`src/rtl/pc_fetch_queue_pkg.sv`:
```
// Shared constants and types for the PC fetch queue front-end.
// Imported by the fetch queue top level and its prefetch ring.
package pc_fetch_queue_pkg;

    localparam logic [31:0] ZeroWord   = 32'h0000_0000;
    localparam logic        RstEnable  = 1'b1;
    localparam logic [31:0] DefResetPc = 32'h0000_0000;
    localparam int          DefStep    = 4;

    typedef struct packed {
        logic [31:0] pc;
        logic [31:0] data;
    } fetch_entry_t;

endpackage

```
`src/rtl/pc_fq_ring.sv`:
```
// Prefetch ring: entries are allocated at request time (pc) and filled at response time (data).
// Three wrap-bit pointers: wr allocates, fill completes, rd pops; [rd, fill) holds valid entries.
module pc_fq_ring
    import pc_fetch_queue_pkg::*;
#(
    parameter int ADDR_W = 32,
    parameter int DATA_W = 32,
    parameter int QDEPTH = 4
) (
    input  logic                      clk,
    input  logic                      rst,
    input  logic                      i_clear,
    input  logic                      i_push,
    input  logic [ADDR_W-1:0]         i_push_pc,
    input  logic                      i_fill,
    input  logic [DATA_W-1:0]         i_fill_data,
    input  logic                      i_pop,
    output logic [$clog2(QDEPTH):0]   o_alloc,
    output logic [$clog2(QDEPTH):0]   o_owed,
    output logic                      o_full,
    output logic                      o_valid,
    output logic [ADDR_W-1:0]         o_head_pc,
    output logic [DATA_W-1:0]         o_head_data
);

    localparam int IDX_W = $clog2(QDEPTH);
    localparam int PTR_W = IDX_W + 1;

    logic [PTR_W-1:0]  r_wr;
    logic [PTR_W-1:0]  r_fill;
    logic [PTR_W-1:0]  r_rd;
    logic [ADDR_W-1:0] r_pc   [QDEPTH];
    logic [DATA_W-1:0] r_data [QDEPTH];

    always_ff @(posedge clk) begin
        if (i_push) r_pc[r_wr[IDX_W-1:0]] <= i_push_pc;
        if (i_fill) r_data[r_fill[IDX_W-1:0]] <= i_fill_data;
    end

    // Pointers move independently so issue, fill and pop can all happen in one cycle.
    always_ff @(posedge clk) begin
        if (rst == RstEnable || i_clear) begin
            r_wr   <= PTR_W'(ZeroWord);
            r_fill <= PTR_W'(ZeroWord);
            r_rd   <= PTR_W'(ZeroWord);
        end else begin
            if (i_push) r_wr   <= r_wr + PTR_W'(1);
            if (i_fill) r_fill <= r_fill + PTR_W'(1);
            if (i_pop)  r_rd   <= r_rd + PTR_W'(1);
        end
    end

    assign o_alloc     = r_wr - r_rd;
    assign o_owed      = r_wr - r_fill;
    assign o_full      = (o_alloc == PTR_W'(QDEPTH));
    assign o_valid     = (r_fill != r_rd);
    assign o_head_pc   = r_pc[r_rd[IDX_W-1:0]];
    assign o_head_data = r_data[r_rd[IDX_W-1:0]];

endmodule

```
`src/rtl/pc_fetch_queue.sv`:
```
// Fetch front-end: generates PCs, issues pipelined req/gnt requests to instruction memory,
// buffers in-order responses for decode and discards stale responses after redirects.
module pc_fetch_queue
    import pc_fetch_queue_pkg::*;
#(
    parameter int                ADDR_W   = 32,
    parameter int                DATA_W   = 32,
    parameter logic [ADDR_W-1:0] RESET_PC = ADDR_W'(DefResetPc),
    parameter int                STEP     = DefStep,
    parameter int                QDEPTH   = 4
) (
    input  logic              clk,
    input  logic              rst,
    input  logic              i_flush,
    input  logic [ADDR_W-1:0] i_flush_pc,
    input  logic              i_branch_valid,
    input  logic [ADDR_W-1:0] i_branch_target,
    output logic              o_imem_req,
    output logic [ADDR_W-1:0] o_imem_addr,
    input  logic              i_imem_gnt,
    input  logic              i_imem_rvalid,
    input  logic [DATA_W-1:0] i_imem_rdata,
    output logic              o_inst_valid,
    output logic [ADDR_W-1:0] o_inst_pc,
    output logic [DATA_W-1:0] o_inst_data,
    input  logic              i_inst_ready
);

    localparam int PTR_W = $clog2(QDEPTH) + 1;

    logic              r_run;
    logic [ADDR_W-1:0] r_fetch_pc;
    logic [PTR_W-1:0]  r_drop_cnt;

    logic              w_redirect;
    logic [ADDR_W-1:0] w_target;
    logic              w_active;
    logic              w_room;
    logic              w_issue;
    logic              w_fill;
    logic              w_pop;
    logic [PTR_W-1:0]  w_alloc;
    logic [PTR_W-1:0]  w_owed;
    logic [PTR_W:0]    w_owed_total;
    logic              w_full;
    logic              w_ring_valid;

    assign w_redirect = i_flush | i_branch_valid;
    assign w_target   = i_flush ? i_flush_pc : i_branch_target;
    assign w_active   = r_run & (rst != RstEnable) & ~w_redirect;

    // Dropped responses still need a slot's worth of budget, so they count against the ring.
    assign w_room       = ~w_full & (({1'b0, w_alloc} + {1'b0, r_drop_cnt}) < (PTR_W+1)'(QDEPTH));
    assign w_owed_total = {1'b0, r_drop_cnt} + {1'b0, w_owed};

    assign o_imem_req   = w_active & w_room;
    assign o_imem_addr  = r_fetch_pc;
    assign w_issue      = o_imem_req & i_imem_gnt;
    assign w_fill       = i_imem_rvalid & w_active & (r_drop_cnt == '0);
    assign o_inst_valid = w_active & w_ring_valid;
    assign w_pop        = o_inst_valid & i_inst_ready;

    pc_fq_ring #(
        .ADDR_W (ADDR_W),
        .DATA_W (DATA_W),
        .QDEPTH (QDEPTH)
    ) u_ring (
        .clk         (clk),
        .rst         (rst),
        .i_clear     (w_redirect),
        .i_push      (w_issue),
        .i_push_pc   (r_fetch_pc),
        .i_fill      (w_fill),
        .i_fill_data (i_imem_rdata),
        .i_pop       (w_pop),
        .o_alloc     (w_alloc),
        .o_owed      (w_owed),
        .o_full      (w_full),
        .o_valid     (w_ring_valid),
        .o_head_pc   (o_inst_pc),
        .o_head_data (o_inst_data)
    );

    // On redirect every request still owed by memory becomes a response to discard.
    always_ff @(posedge clk) begin
        if (rst == RstEnable) begin
            r_run      <= 1'b0;
            r_fetch_pc <= RESET_PC;
            r_drop_cnt <= PTR_W'(ZeroWord);
        end else begin
            r_run <= 1'b1;
            if (w_redirect) begin
                r_fetch_pc <= w_target;
                r_drop_cnt <= r_drop_cnt + w_owed - PTR_W'(i_imem_rvalid);
            end else begin
                if (w_issue)
                    r_fetch_pc <= r_fetch_pc + ADDR_W'(STEP);
                if (i_imem_rvalid && r_drop_cnt != '0)
                    r_drop_cnt <= r_drop_cnt - PTR_W'(1);
            end
        end
    end

    always_ff @(posedge clk) begin
        if (rst != RstEnable && i_imem_rvalid)
            assert (w_owed_total != '0)
            else $error("pc_fetch_queue: imem_rvalid with no outstanding request");
    end

endmodule
```
`config.mk`:
```
export PLATFORM = sky130hd
export DESIGN_NAME = pc_fetch_queue
export DESIGN_NICKNAME = d
export VERILOG_FILES = /design/src/rtl/pc_fetch_queue_pkg.sv /design/src/rtl/pc_fq_ring.sv /design/src/rtl/pc_fetch_queue.sv
export SDC_FILE = /design/constraint.sdc
export NUM_CORES = 1
export LEC_CHECK = 0
export BUFFER_PORTS_ARGS = -buffer_cell sky130_fd_sc_hd__buf_2
export CORE_UTILIZATION = 50
export CTS_BUF_LIST = sky130_fd_sc_hd__clkbuf_2 sky130_fd_sc_hd__clkbuf_4 sky130_fd_sc_hd__clkbuf_8
export CTS_CLUSTER_DIAMETER = 50
export DETAILED_ROUTE_END_ITERATION = 12
export GPL_TIMING_DRIVEN = 0
export MAX_ROUTING_LAYER = met4
export PLACE_DENSITY = 0.69
export SLEW_MARGIN = 20
export SYNTH_ARGS = -nofsm -noshare
export SYNTH_HDL_FRONTEND = slang
export SYNTH_SLANG_ARGS = --single-unit
```
`constraint.sdc`:
```
create_clock -name clk -period 11.4 [get_ports clk]
set_input_delay 2.28 -clock clk [delete_from_list [all_inputs] [get_ports clk]]
set_output_delay 2.28 -clock clk [all_outputs]
set_load 0.01 [all_outputs]
```
# Yosys cells after proc, flatten, opt, wreduce, memory -nomap -nowiden
# Memories as Yosys holds them, arrays and structs flattened. A register that Yosys moved wholly into a read port is not among the register bits.
# Cells that the tools add are included.
# Widths: inputs -> output; s select.
# word_totals
ff_bits,45
elab_cells,54
ramBits,256
n_memories,2
output_inout_bits,98
# op_classes
n_lt_le_gt_ge,1
eq_ne,2
add_sub_neg,10
muxes,14
reduce_logical,6
bitwise,13
# mem_list
memory,depth,word_bits,read_ports,rd_clocked_by_memory_dff,write_ports,line_no,source
u_ring.r_data,4,32,1,1,1,pc_fq_ring.sv:33,logic [DATA_W-1:0] r_data [QDEPTH];
u_ring.r_pc,4,32,1,1,1,pc_fq_ring.sv:32,logic [ADDR_W-1:0] r_pc [QDEPTH];
# op_table
cell,count
$mux 32,3
$add 32x3->32 const B,1
$add 3x1->3 const B,3
$and 1x1->1,9
$mux 2,4
$mux 3,2
$sub 3x3->3,2
$mux 1,5
$add 3x3->4,1
$lt 4x3->1 const B,1
$reduce_bool 2->1,2
$add 3x3->3,1
$eq 3x3->1 const B,1
$logic_not 3->1,1
$ne 3x3->1,1
$not 1->1,3
$reduce_bool 3->1,1
$sub 3x1->3,1
$sub 3x1->3 const B,1
$logic_and 1x1->1,1
$logic_or 1x1->1,1
$or 1x1->1,1

# Logic depth before layout (Yosys ltp)
# logic_depth
ltp_word,8
depth_mapped,13
depth_no_buf,12

# Modules after synthesis
# A second synthesis with hierarchy kept.
# hier_totals
cells_unflattened,722
hier_area_um2,12594.6
# modules_own_cells
mod,seq_area_each_um2,instances,area_each_um2,cells_each
pc_fq_ring,7907.6,1,10044.6,411
pc_fetch_queue,720.7,1,2549.9,311

# Least setup slack after synthesis
# Ideal clock, no wire load.
# synth_path
kind,input-to-output
from,input i_flush
to,output o_inst_valid
slack_ns,5.957
required_time_ns,9.120
t_arrival_ns,3.163
stages,4
cell_sequence,clkbuf_1 > nor2_1 > nand3_1 > a31oi_1
# synth_via
elab_chain_cells,4
# synth_lines
element,line_no,source
from (decl),pc_fetch_queue.sv:14,"input logic i_flush,"
$or 1x1->1,pc_fetch_queue.sv:48,assign w_redirect = i_flush | i_branch_valid;
$not 1->1,pc_fetch_queue.sv:50,assign w_active = r_run & (rst != RstEnable) & ~w_redirect;
$and 1x1->1,pc_fetch_queue.sv:50,
$and 1x1->1,pc_fetch_queue.sv:60,assign o_inst_valid = w_active & w_ring_valid;
to (decl),pc_fetch_queue.sv:23,"output logic o_inst_valid,"
# No other way between the ends.

# Worst setup path in the final report
# Same ends and word-level chain as after synthesis.

==> run_results.csv <==
group,metric,value,unit
setup_path,path_max_fanout,8,
logic_synthesis,synth_cell_types,58,
clock_tree,cts_sinks,303,
logic_synthesis,synth-main-ff-cell,"edfxtp_1",
floorplan,io_pins,201,
clock_tree,post-cts-setup-buffer-count,0,
clock_tree,htree_levels,2,
floorplan,core,24200,um2
routing,routed_via_density,5.64,
power,p_switching,516,uW
timing,tns,0,ps
timing,finalCriticalPeriod,5820,ps
finish,layout-drive-gt1-share,35.8,%
flow_run,max_cap_violations,0,
grt,grt_pass1_wl,43.6,mm
logic_synthesis,synthCells,724,
logic_synthesis,synth_area_leaders,"edfxtp_1 62%, mux4_2 12%, dfxtp_1 7.6%",
placed_design,port_buffers,198,
routing,postRouteAntennaNets,0,
logic_synthesis,synth_edf_count,256,
grt,grt_max_degree,28,
timing,fmax,172,MHz
logic_synthesis,syn_area,12300,um2
routing,routedWlPerCell,21.3,um
clock_tree,tritoncts,"yes",
power,finalPower,2.28,mW
power,swShare,22.6,%
setup_path,slowest_stage,"a31oi_1",
worst_hold_path,hold_path.class,"register to register",
floorplan,num_rows,57,
clock_tree,postCtsResizedCells,0,
floorplan,start_util,50.9,%
timing,setup_viol_count_final,0,
finish,final_common_cell,"edfxtp_1",
finish,fin_nets,1104,
setup_path,end_kind,"output pin",
setup_path,crit_chain,"clkbuf_1 -> nor2_1 -> nand3_1 -> a31oi_1 -> buf_2",
finish,finalInstanceArea,14900,um2
clock_tree,clockBufferDepth,3,
setup_path,slowest_delay,350,ps
routing,via_count,7580,
finish,mostFrequentLayoutCells,"256 x edfxtp_1, 198 x buf_2, 64 x mux4_2",
logic_synthesis,async_flop_share,0,%
grt,grt_overflow,0,
power,ir_drop,0.000113,V
clock_tree,cts-buffers-inserted,48,
timing,worst_pin_slew,1080,ps
placed_design,dp_hpwl,19.4,mm
floorplan,die_w,159,um
timing,fin_crit_sh,51.1,%
clock_tree,hold_buffers,0,
finish,fillers,1874,
finish,syn_to_final_growth,20.5,%
timing,finalHoldViolations,0,
logic_synthesis,synth-seq-area-share,69.9,%
grt,antenna_found_initial,2,
routing,drc_errors,0,
routing,firstDrtPassIters,7,
power,p_clk_share,38.8,%
run_status,status,"completed",
placed_design,postPlaceCellArea,13900,um2
floorplan,die_area,25300,um2
logic_synthesis,synth_top_area_share,62.3,%
clock_tree,clk_pin_slew_worst_paths,60,ps
logic_synthesis,syn_nets,848,
logic_synthesis,synth-seq-cells,303,
setup_path,cp-start-kind,"input port",
power,intPower,1.77,mW
clock_tree,clockRootBuffer,"clkbuf_8",
timing,grt_setup_unrepaired,"false",
routing,drt_iter0_drc,563,
power,powerDensity,153,nW/um2
power,seqPwrFrac,54.5,%
placed_design,gp_congestion,0.866,
floorplan,die_h,159,um
grt,grt_use_total,23.5,%
logic_synthesis,synth_top_area_cell,"edfxtp_1",
setup_path,crit_buf_inv,2,
power,p_leak,5.25,nW
timing,drv_slew,0,
timing,slew_headroom,27.4,%
logic_synthesis,avgSynthCellArea,17.1,um2
setup_path,critPathTopFamily,"simple AND/OR/NAND/NOR gates",
timing,fin_worst_skew,27.3,ps
grt,grt_pass1_vias,7653,
power,combPwrFrac,6.7,%
routing,drt-total-wl,28.6,mm
setup_path,crit_required,9120,ps
logic_synthesis,synth-warning-count,0,
setup_path,crit_arrival,3540,ps
clock_tree,clk_latency,560,ps
setup_path,worst-setup-path-type,"input port to output pin",
[per-stage QoR]
stage	cells	worst slack, ps	utilization, %	hold WS (ps)
5_1_grt	1343	5450	61.4	554
2_1_floorplan	724	5960	-	492
6_report	1343	5580	61.4	550
4_1_cts	1341	5580	61.4	542
3_5_place_dp	1254	5580	57.5	536
3_3_place_gp	1246	4930	56.7	527
[Yosys cell counts (all sizes together) (11+ instances only)]
cell,instances
mux4,64
and2,15
ha,16
inv,20
nand3,18
nor2,22
o21ai,14
a21oi,35
dfxtp,47
xnor2,16
nor3,13
clkbuf,29
edfxtp,256
a22oi,11
nand2,29
[sequential cells by signal (all words and copies together) (netlist names), named ones only]
| name | count |
|---|---|
| o_imem_addr | 32 |
| r_drop_cnt | 3 |
| r_run | 1 |
| u_ring.r_data | 128 |
| u_ring.r_fill | 3 |
| u_ring.r_pc | 128 |
| u_ring.r_rd | 3 |
| u_ring.r_wr | 3 |
[kinds of logic (layout without fill, tap and decap cells)]
family	after synthesis	in the layout	synth area share (%)
flip-flops	303	303	69.9
AND/OR/NAND/NOR	134	134	5.68
AO/OA/AOI/OAI	110	110	5.95
multiplexers	70	70	12.2
buffers and inverters	60	353	1.95
XOR/XNOR	26	26	1.96
adder cells (fa/ha/maj)	21	21	2.43
other	0	2	0
[power by group through the flow]
stage | Combinational [mW] | Sequential, mW | Clock, mW
2_1_floorplan | 0.0865 | 1.26 | 0
3_3_place_gp | 0.147 | 1.27 | 0
3_5_place_dp | 0.151 | 1.27 | 0
4_1_cts | 0.152 | 1.24 | 0.901
5_1_grt | 0.171 | 1.25 | 0.945
6_report | 0.153 | 1.24 | 0.884
[final cells by class]
| cell class | instances | area (um2) | share of cell area (%) |
|---|---|---|---|
| Sequential cell | 303 | 8630 | 58.0 |
| Inverter | 21 | 78.8 | 0.530 |
| Tap cell | 324 | 405 | 2.72 |
| Clock buffer | 64 | 800 | 5.37 |
| Clock inverter | 23 | 135 | 0.908 |
| Antenna cell | 2 | 5.00 | 0.0336 |
| Multi-Input combinational cell | 361 | 3490 | 23.4 |
| Buffer | 39 | 161 | 1.08 |
| Timing Repair Buffer | 206 | 1180 | 7.94 |
[per-layer routing]
layer / up-vias / wire, um / share of wire [%] / track usage [%]
met1: 3790 / 12200 / 43 / 31.8
li1: 3410 / - / - / -
met3: 63 / 1910 / 6.7 / 3.99
met5: - / 0 / 0 / -
met4: 0 / 708 / 2.5 / 8.30
met2: 317 / 13800 / 48 / 36.1
[path summary, 6_finish.rpt]
check        slack [ps]  cells past startpoint                end           start
max                5580                      5       o_inst_valid         i_flush
min                 550                      0  u_ring.r_pc[3][0]  o_imem_addr[0]
max reg2reg        6780                     12  u_ring.r_pc[2][5]  u_ring.r_wr[0]
min reg2reg         550                      0  u_ring.r_pc[3][0]  o_imem_addr[0]
Note: power is estimated with default switching activity, not from simulation.
